File: src/rtl/imm_gen_pipe.sv
// Decode-stage immediate generator: decodes the RV immediate for R/I/S/B/U/J formats,
// registers it, and buffers it in a two-entry output + skid stage with valid/ready on both sides.
module imm_gen_pipe #(
   parameter int XLEN  = 32,
   parameter int TAG_W = 5
) (
   input  logic             clk,
   input  logic             reset_n,
   input  logic             flush,
   input  logic             in_valid,
   output logic             in_ready,
   input  logic [31:0]      in_instr,
   input  logic [2:0]       in_enc,
   input  logic [TAG_W-1:0] in_tag,
   output logic             out_valid,
   input  logic             out_ready,
   output logic [XLEN-1:0]  out_imm,
   output logic [TAG_W-1:0] out_tag,
   output logic             out_enc_err
);

   typedef enum logic [2:0] {
      FMT_R = 3'd0,
      FMT_I = 3'd1,
      FMT_S = 3'd2,
      FMT_B = 3'd3,
      FMT_U = 3'd4,
      FMT_J = 3'd5
   } fmt_e;

   typedef struct packed {
      logic [XLEN-1:0]  imm;
      logic [TAG_W-1:0] tag;
      logic             err;
   } entry_t;

   fmt_e        w_fmt;
   logic [31:0] w_imm32;
   logic        w_enc_err;
   entry_t      w_in_entry;
   logic        w_accept;
   logic        w_advance;

   entry_t      r_out;
   entry_t      r_skid;
   logic        r_out_valid;
   logic        r_skid_valid;

   assign w_fmt = fmt_e'(in_enc);

   // Every format carries its sign in instr[31], so a 32-bit form is built first and widened below.
   always_comb begin
      // NOTE: every output of this block gets a default first, so no path can leave it unassigned and infer a latch.
      w_imm32   = '0;
      w_enc_err = 1'b0;
      case (w_fmt)
         FMT_R: w_imm32 = '0;
         FMT_I: w_imm32 = {{20{in_instr[31]}}, in_instr[31:20]};
         FMT_S: w_imm32 = {{20{in_instr[31]}}, in_instr[31:25], in_instr[11:7]};
         FMT_B: w_imm32 = {{19{in_instr[31]}}, in_instr[31], in_instr[7],
                           in_instr[30:25], in_instr[11:8], 1'b0};
         FMT_U: w_imm32 = {in_instr[31:12], 12'b0};
         FMT_J: w_imm32 = {{11{in_instr[31]}}, in_instr[31], in_instr[19:12],
                           in_instr[20], in_instr[30:21], 1'b0};
         default: w_enc_err = 1'b1;
      endcase
   end

   assign w_in_entry.imm = XLEN'($signed(w_imm32));
   assign w_in_entry.tag = in_tag;
   assign w_in_entry.err = w_enc_err;

   // in_ready depends only on the skid register, so out_ready never reaches upstream combinationally.
   assign in_ready  = !r_skid_valid;
   assign w_accept  = in_valid && in_ready;
   assign w_advance = !r_out_valid || out_ready;

   always_ff @(posedge clk or negedge reset_n) begin
      // NOTE: state uses non-blocking assignments; payload registers are reset too so out_* read 0 after reset.
      if (!reset_n) begin
         r_out_valid  <= 1'b0;
         r_skid_valid <= 1'b0;
         r_out        <= '0;
         r_skid       <= '0;
      end else if (flush) begin
         r_out_valid  <= 1'b0;
         r_skid_valid <= 1'b0;
      end else if (w_advance) begin
         if (r_skid_valid) begin
            r_out        <= r_skid;
            r_out_valid  <= 1'b1;
            r_skid_valid <= 1'b0;
         end else begin
            r_out_valid <= w_accept;
            if (w_accept) r_out <= w_in_entry;
         end
      end else if (w_accept) begin
         r_skid       <= w_in_entry;
         r_skid_valid <= 1'b1;
      end
   end

   assign out_valid   = r_out_valid;
   assign out_imm     = r_out.imm;
   assign out_tag     = r_out.tag;
   assign out_enc_err = r_out.err;

endmodule

File: config.mk
export PLATFORM = sky130hd
export DESIGN_NAME = imm_gen_pipe
export DESIGN_NICKNAME = d
export VERILOG_FILES = /design/src/rtl/imm_gen_pipe.sv
export SDC_FILE = /design/constraint.sdc
export NUM_CORES = 1
export LEC_CHECK = 0
export BUFFER_PORTS_ARGS = -buffer_cell sky130_fd_sc_hd__buf_4
export CAP_MARGIN = 20
export CORE_UTILIZATION = 50
export CTS_BUF_LIST = sky130_fd_sc_hd__clkbuf_2
export DETAILED_ROUTE_END_ITERATION = 16
export MAX_ROUTING_LAYER = met4
export PLACE_DENSITY = 0.73
export SLEW_MARGIN = 25
export SYNTH_ARGS = -nofsm -noshare
export SYNTH_HDL_FRONTEND = slang
export SYNTH_SLANG_ARGS = --single-unit
File: constraint.sdc
create_clock -name clk -period 2.86 [get_ports clk]
set_input_delay 0.143 -clock clk [delete_from_list [all_inputs] [get_ports clk]]
set_output_delay 0.143 -clock clk [all_outputs]
set_load 0.005 [all_outputs]
==> results of run 1 <==
[power groups by stage]
stage	sequential [uW]	clock (uW)	combinational, uW
after CTS	1380	705	563
after global placement	1400	0	510
after floorplan	1390	0	272
after global routing	1410	756	632
after detailed placement	1410	0	525
final	1380	698	559
[synth_stat cells, types with 6 or more instances]
library cell / number
o211ai_1: 15
dfrtp_1: 78
a32o_1: 11
nand2_1: 98
a31oi_1: 11
mux2_2: 9
a21oi_1: 18
a22oi_1: 8
mux2i_1: 6
nor2_1: 22
buf_2: 11
clkbuf_1: 18
nand3_1: 16
o21ai_0: 26
[worst register-to-register path, stage by stage, from the launching register on]
cell and delay, ps:
dfrtp_2 710, buf_4 430, clkinv_1 550, nand2_1 330, o211ai_1 130
[final cells by class]
| class | count | area (um2) | area share [%] |
|---|---|---|---|
| clock buffers | 10 | 50.0 | 1.05 |
| well taps | 96 | 120 | 2.53 |
| clock inverters | 6 | 85.1 | 1.79 |
| flip-flops and latches | 78 | 1950 | 41.1 |
| repair buffers | 115 | 952 | 20.1 |
| multi-input cells | 276 | 1580 | 33.3 |
| inverters | 2 | 7.51 | 0.158 |
[repair_timing]
item                                   in CTS  in global routing
endpoints found under the hold margin     131                  0
setup buffers                               0                  0
hold buffers                               34                  0
setup endpoints to repair                   0                  0
[logic make-up after synthesis]
logic type | after synthesis | synth area share, %
AOI/OAI and AO/OA | 104 | 19.0
xor gates and xnor gates | 2 | 0.474
adders and majority gates | 1 | 0.338
buffers and inverters | 35 | 4.64
DFF | 78 | 52.8
muxes | 16 | 4.67
and+or+nand+nor | 153 | 18.1
[sequential cells by signal, summed over array words and instances (netlist names)]
| signal | cells |
|---|---|
| out_tag | 5 |
| r_skid | 38 |
| out_enc_err | 1 |
| out_valid | 1 |
| out_imm | 32 |
| r_skid_valid | 1 |
[metrics by stage]
stage	util (%)	instance area (um2)	hold WS (ps)	power [uW]	setup slack, ps
final	68.0	4750	47.1	2640	170
after global routing	68.0	4750	62.7	2800	26.0
after CTS	68.0	4740	37.9	2650	181
after detailed placement	61.1	4270	348	1930	675
after floorplan	-	3700	-153	1670	1310
after global placement	61.1	4270	343	1910	618
[worst max path at each step]
| stage | endpoint | slack, ps | depth (start not counted) |
|---|---|---|---|
| floorplan | out_imm[12] | 1310 | 5 |
| detailed placement | out_imm[2] | 670 | 4 |
| CTS | in_ready | 180 | 3 |
| global route | in_ready | 30 | 3 |
| global placement | out_tag[0] | 620 | 3 |
| finish | in_ready | 170 | 3 |
[routing by layer]
| metal | wire length (um) | share of wire [%] | vias up |
|---|---|---|---|
| met3 | 570 | 6.3 | 14 |
| met4 | 160 | 1.8 | 0 |
| met1 | 4130 | 46 | 1543 |
| li1 | - | - | 1556 |
| met2 | 4200 | 46 | 109 |
| met5 | 0 | 0 | - |
==> impl_metrics.ini, run 1 <==
[status]
run_status = complete, no violations

[cells_and_area]
fin_cells = 583
final_common_cell = nand2_1
num-nets-final = 528
drive_gt1_share_pct = 23.4
n_antenna_cell = 0
areaGrowthSynthToFinish_pct = 28.5
nFillCells = 599
layout_common_cells = nand2_1 (98), buf_4 (80), dfrtp_1 (77)

[clocking]
clock_sinks = 78
cts-htree-levels = 3
cts_resized = 0
cts_buffers = 9
cts-root-buf = clkbuf_2
cts_tree = yes
clk_path_buf_depth = 2
path_clk_slew_ps = 230
clkLatencyLatePin_ps = 530

[worst_setup_path]
path_buf_inv = 3
cp_top_family = buffers and inverters
critPathMaxStageDelay_ps = 710
reg2regPathDepth = 4
critical_path_arrival_ps = 2550
worstSetupStartpointType = flop
critPathCaptureType = primary output
path_class = flop to primary output
reg2reg_to = out_imm[1]
reg2reg_from = r_skid_valid
timing.critical_path.mode_cell = buf_4
cp_max_fo = 32
cp_slowest_cell = dfrtp_2
ff2ff_setup_slack_ps = 610
cp.required_ps = 2720
critPathLaunch = r_skid_valid
crit_path_cell_trace = buf_4 > clkinv_1 > buf_4

[yosys]
ys_top_cells_by_area = dfrtp_1 (53%), nand2_1 (10%), o21ai_0 (3.5%)
yosys_warnings = 0
ys_seq_elements = 78
synth.distinct_cells = 43
syn_area_per_cell_um2 = 9.50
synth_top_area_share_pct = 52.8
syn_inst = 389
synth_top_area_cell = dfrtp_1
synth_edf_count = 0
synthArstFlopShare_pct = 100
ys_seq_area_share_pct = 52.8
synthFlopType = dfrtp_1
syn_nets = 435
synth.cell_area_um2 = 3700

[floorplan]
row_count = 30
initial_utilization_pct = 52.9
ios = 85
dieArea_um2 = 7740
die_x_um = 88.0
core_area_um2 = 6980
dieHeight_um = 88.0

[route]
drtAntennaViolNets = 0
drt_iter0_drc = 199
firstDrtPassIters = 5
wirelength_um = 9060
wl_per_cell_um = 15.5
drc = 0
drt-vias-per-instance = 5.53
num_vias = 3222

[placed_design]
place_congestion = 0.799
dp_hpwl_um = 5600
io_buffers = 77
dp.cells = 533

[global_routing]
grtUsageMet3_pct = 5.09
use_met1_pct = 37.6
busiest_layer = met2
antenna_found_initial = 0
grt_pass1_vias = 3159
grt_use_total_pct = 27.1
grt_start_max_net_pins = 79
grt_overflow = 0
grt_pass1_wl_um = 15400
gr-usage-met2_pct = 39.7

[flow_run]
maxCapViolCount = 0

[power]
p_comb_share_pct = 21.2
powerDensity_nw_per_um2 = 556
clkPwrFrac_pct = 26.4
p_sw_share_pct = 29.1
seq_power_share_pct = 52.4
peakVddDrop_uv = 359
intPower_uw = 1870
p_leak_uw = 0.00220
power_switching_uw = 768

[timing]
slew_headroom_pct = 48.2
clock_skew_ps = 26.1
finalHoldViolCount = 0
finalCritPeriodShare_pct = 94.1
fin_setup_tns_ps = 0
fin_crit_ps = 2690
rsz0062_at_grt = no
setup_viol = 0
fmax_mhz = 372
slew_violations = 0
tightest_slew_ps = 774

[min_path]
min-delay-start = in_instr[7]
hp-class = input port to flop
min_to = out_imm[0]
hold_path_depth = 4
(Power assumes the default switching activity.)
==> inputs of run 2 (changes only) <==
--- a/config.mk
+++ b/config.mk
@@ -7,8 +7,9 @@
 export LEC_CHECK = 0
 export BUFFER_PORTS_ARGS = -buffer_cell sky130_fd_sc_hd__buf_4
 export CAP_MARGIN = 20
+export CORE_MARGIN = 3
 export CORE_UTILIZATION = 50
-export CTS_BUF_LIST = sky130_fd_sc_hd__clkbuf_2
+export CTS_BUF_LIST = sky130_fd_sc_hd__clkbuf_8
 export DETAILED_ROUTE_END_ITERATION = 16
 export MAX_ROUTING_LAYER = met4
 export PLACE_DENSITY = 0.73
==> run 2 against run 1 <==
Worst hold slack got worse by 36 ps. Sequential power about the same. Power increased by 1.8%. Via count decreased by 3.4%. Largest cell class unchanged. First-iteration DRC count increased by 25%. Critical endpoint unchanged. Highest routed layer unchanged. Maximum frequency increased by 27%. Die area increased by 9.3%. Utilization decreased by 3.6 points. Clock skew decreased by 18 ps. Largest power group unchanged. Worst setup slack improved by 570 ps. Cell area decreased by 5.3%.
==> impl_metrics.ini, run 2 (same netlist as run 1, synthesis figures left out) <==
[timing]
finalCritPeriodShare_pct = 74.3
slew_violations = 0
clock_skew_ps = 8.13
finalHoldViolCount = 0
tightest_slew_ps = 729
setup_viol = 0
fin_crit_ps = 2120
rsz0062_at_grt = no
slew_headroom_pct = 51.2
fmax_mhz = 471
fin_setup_tns_ps = 0

[worst_setup_path]
reg2reg_to = r_skid[6]
reg2regPathDepth = 5
cp.required_ps = 2720
reg2reg_from = r_skid_valid
cp_max_fo = 24
ff2ff_setup_slack_ps = 940
critPathCaptureType = primary output
critical_path_arrival_ps = 1980
path_class = flop to primary output
critPathLaunch = r_skid_valid
worstSetupStartpointType = flop

[global_routing]
grt_overflow = 0
grtUsageMet3_pct = 4.35
grt_pass1_vias = 3032
use_met1_pct = 31.8
busiest_layer = met2
grt_start_max_net_pins = 79
gr-usage-met2_pct = 35.0
antenna_found_initial = 0
grt_use_total_pct = 23.0
grt_pass1_wl_um = 15100

[power]
p_leak_uw = 0.00208
power.total_uw = 2690
peakVddDrop_uv = 390
powerDensity_nw_per_um2 = 598

[placed_design]
dp_hpwl_um = 6030
place_congestion = 0.798
io_buffers = 77

[cells_and_area]
final_common_cell = nand2_1
largest_reg_flops = 38
largest_register = r_skid
nFillCells = 617
n_antenna_cell = 0
areaGrowthSynthToFinish_pct = 21.6
drive_gt1_share_pct = 24.8
num-nets-final = 499
layout_common_cells = nand2_1 (98), buf_4 (81), dfrtp_1 (77)

[clocking]
cts-root-buf = clkbuf_8
path_clk_slew_ps = 80
clkLatencyLatePin_ps = 340
cts_tree = yes
post_cts_buffers = 0
cts_buffers = 9
cts-htree-levels = 3
clock_sinks = 78
clk_path_buf_depth = 2

[flow_run]
maxCapViolCount = 0

[floorplan]
initial_utilization_pct = 52.9
dieArea_um2 = 8460
core_area_um2 = 6980
ios = 85
die_x_um = 92.0
row_count = 30
dieHeight_um = 92.0

[route]
wl_per_cell_um = 16.2
firstDrtPassIters = 4
drt-vias-per-instance = 5.64
wirelength_um = 8950
drt_iter0_drc = 249
num_vias = 3112
drtAntennaViolNets = 0
drc = 0

[min_path]
hp-class = input port to flop
hold_path_depth = 3
min_to = r_skid[5]
min-delay-start = in_tag[4]

[status]
run_status = complete, no violations
[run 2: cell types whose count changed in the layout (fill, tap and decap cells not counted), sizes merged]
| cell | previous run | this run |
|---|---|---|
| inv | 2 | 1 |
| clkinv | 3 | 4 |
| bufinv | 2 | 1 |
| dlygate4sd3 | 34 | 4 |
| clkbuf | 10 | 9 |
| buf | 81 | 82 |
[run 2: how the worst max path moves through the flow]
stage / cells after the start / end / slack [ps]
6_report: 2 / in_ready / 740
5_1_grt: 2 / in_ready / 590
3_3_place_gp: 6 / r_skid[26] / 850
2_1_floorplan: 5 / out_imm[12] / 1310
3_5_place_dp: 6 / r_skid[32] / 810
4_1_cts: 2 / in_ready / 720
[run 2: what timing repair did]
item	in CTS	in global routing
endpoints found under the hold margin	43	0
gates resized for setup	0	0
hold buffers	4	0
[run 2: worst max-delay path, stage by stage, from the launching register on]
cell and delay, ps:
dfrtp_2 680, clkinv_1 620, buf_4 330
[run 2: cell type report]
type | count | area [um2] | share of cell area (%)
Clock buffer | 9 | 124 | 2.76
Clock inverter | 5 | 52.6 | 1.17
Inverter | 2 | 7.51 | 0.167
Multi-Input combinational cell | 276 | 1580 | 35.1
Sequential cell | 78 | 1950 | 43.4
Tap cell | 96 | 120 | 2.67
Timing Repair Buffer | 86 | 659 | 14.7
[run 2: metrics by stage]
stage,utilization (%),cells,hold slack [ps],setup WS [ps],instance area [um2]
floorplan,-,389,-153,1310,3700
global placement,61.2,534,344,849,4280
detailed placement,61.2,534,353,814,4280
CTS,64.3,552,1.71,721,4490
global route,64.4,552,16.8,595,4500
finish,64.4,552,10.8,735,4500
[run 2: report_power, final]
part           internal [uW]  switching [uW]  total [uW]  leakage, uW
Clock                    389             385         774    0.0000907
Sequential              1290             100        1390      0.00100
Combinational            271             257         528     0.000992
[run 2: per-layer routing]
layer	routed length (um)	share of wire (%)
met5	0	0
met4	48	0.54
met2	4430	50
met1	3870	43
met3	598	6.7
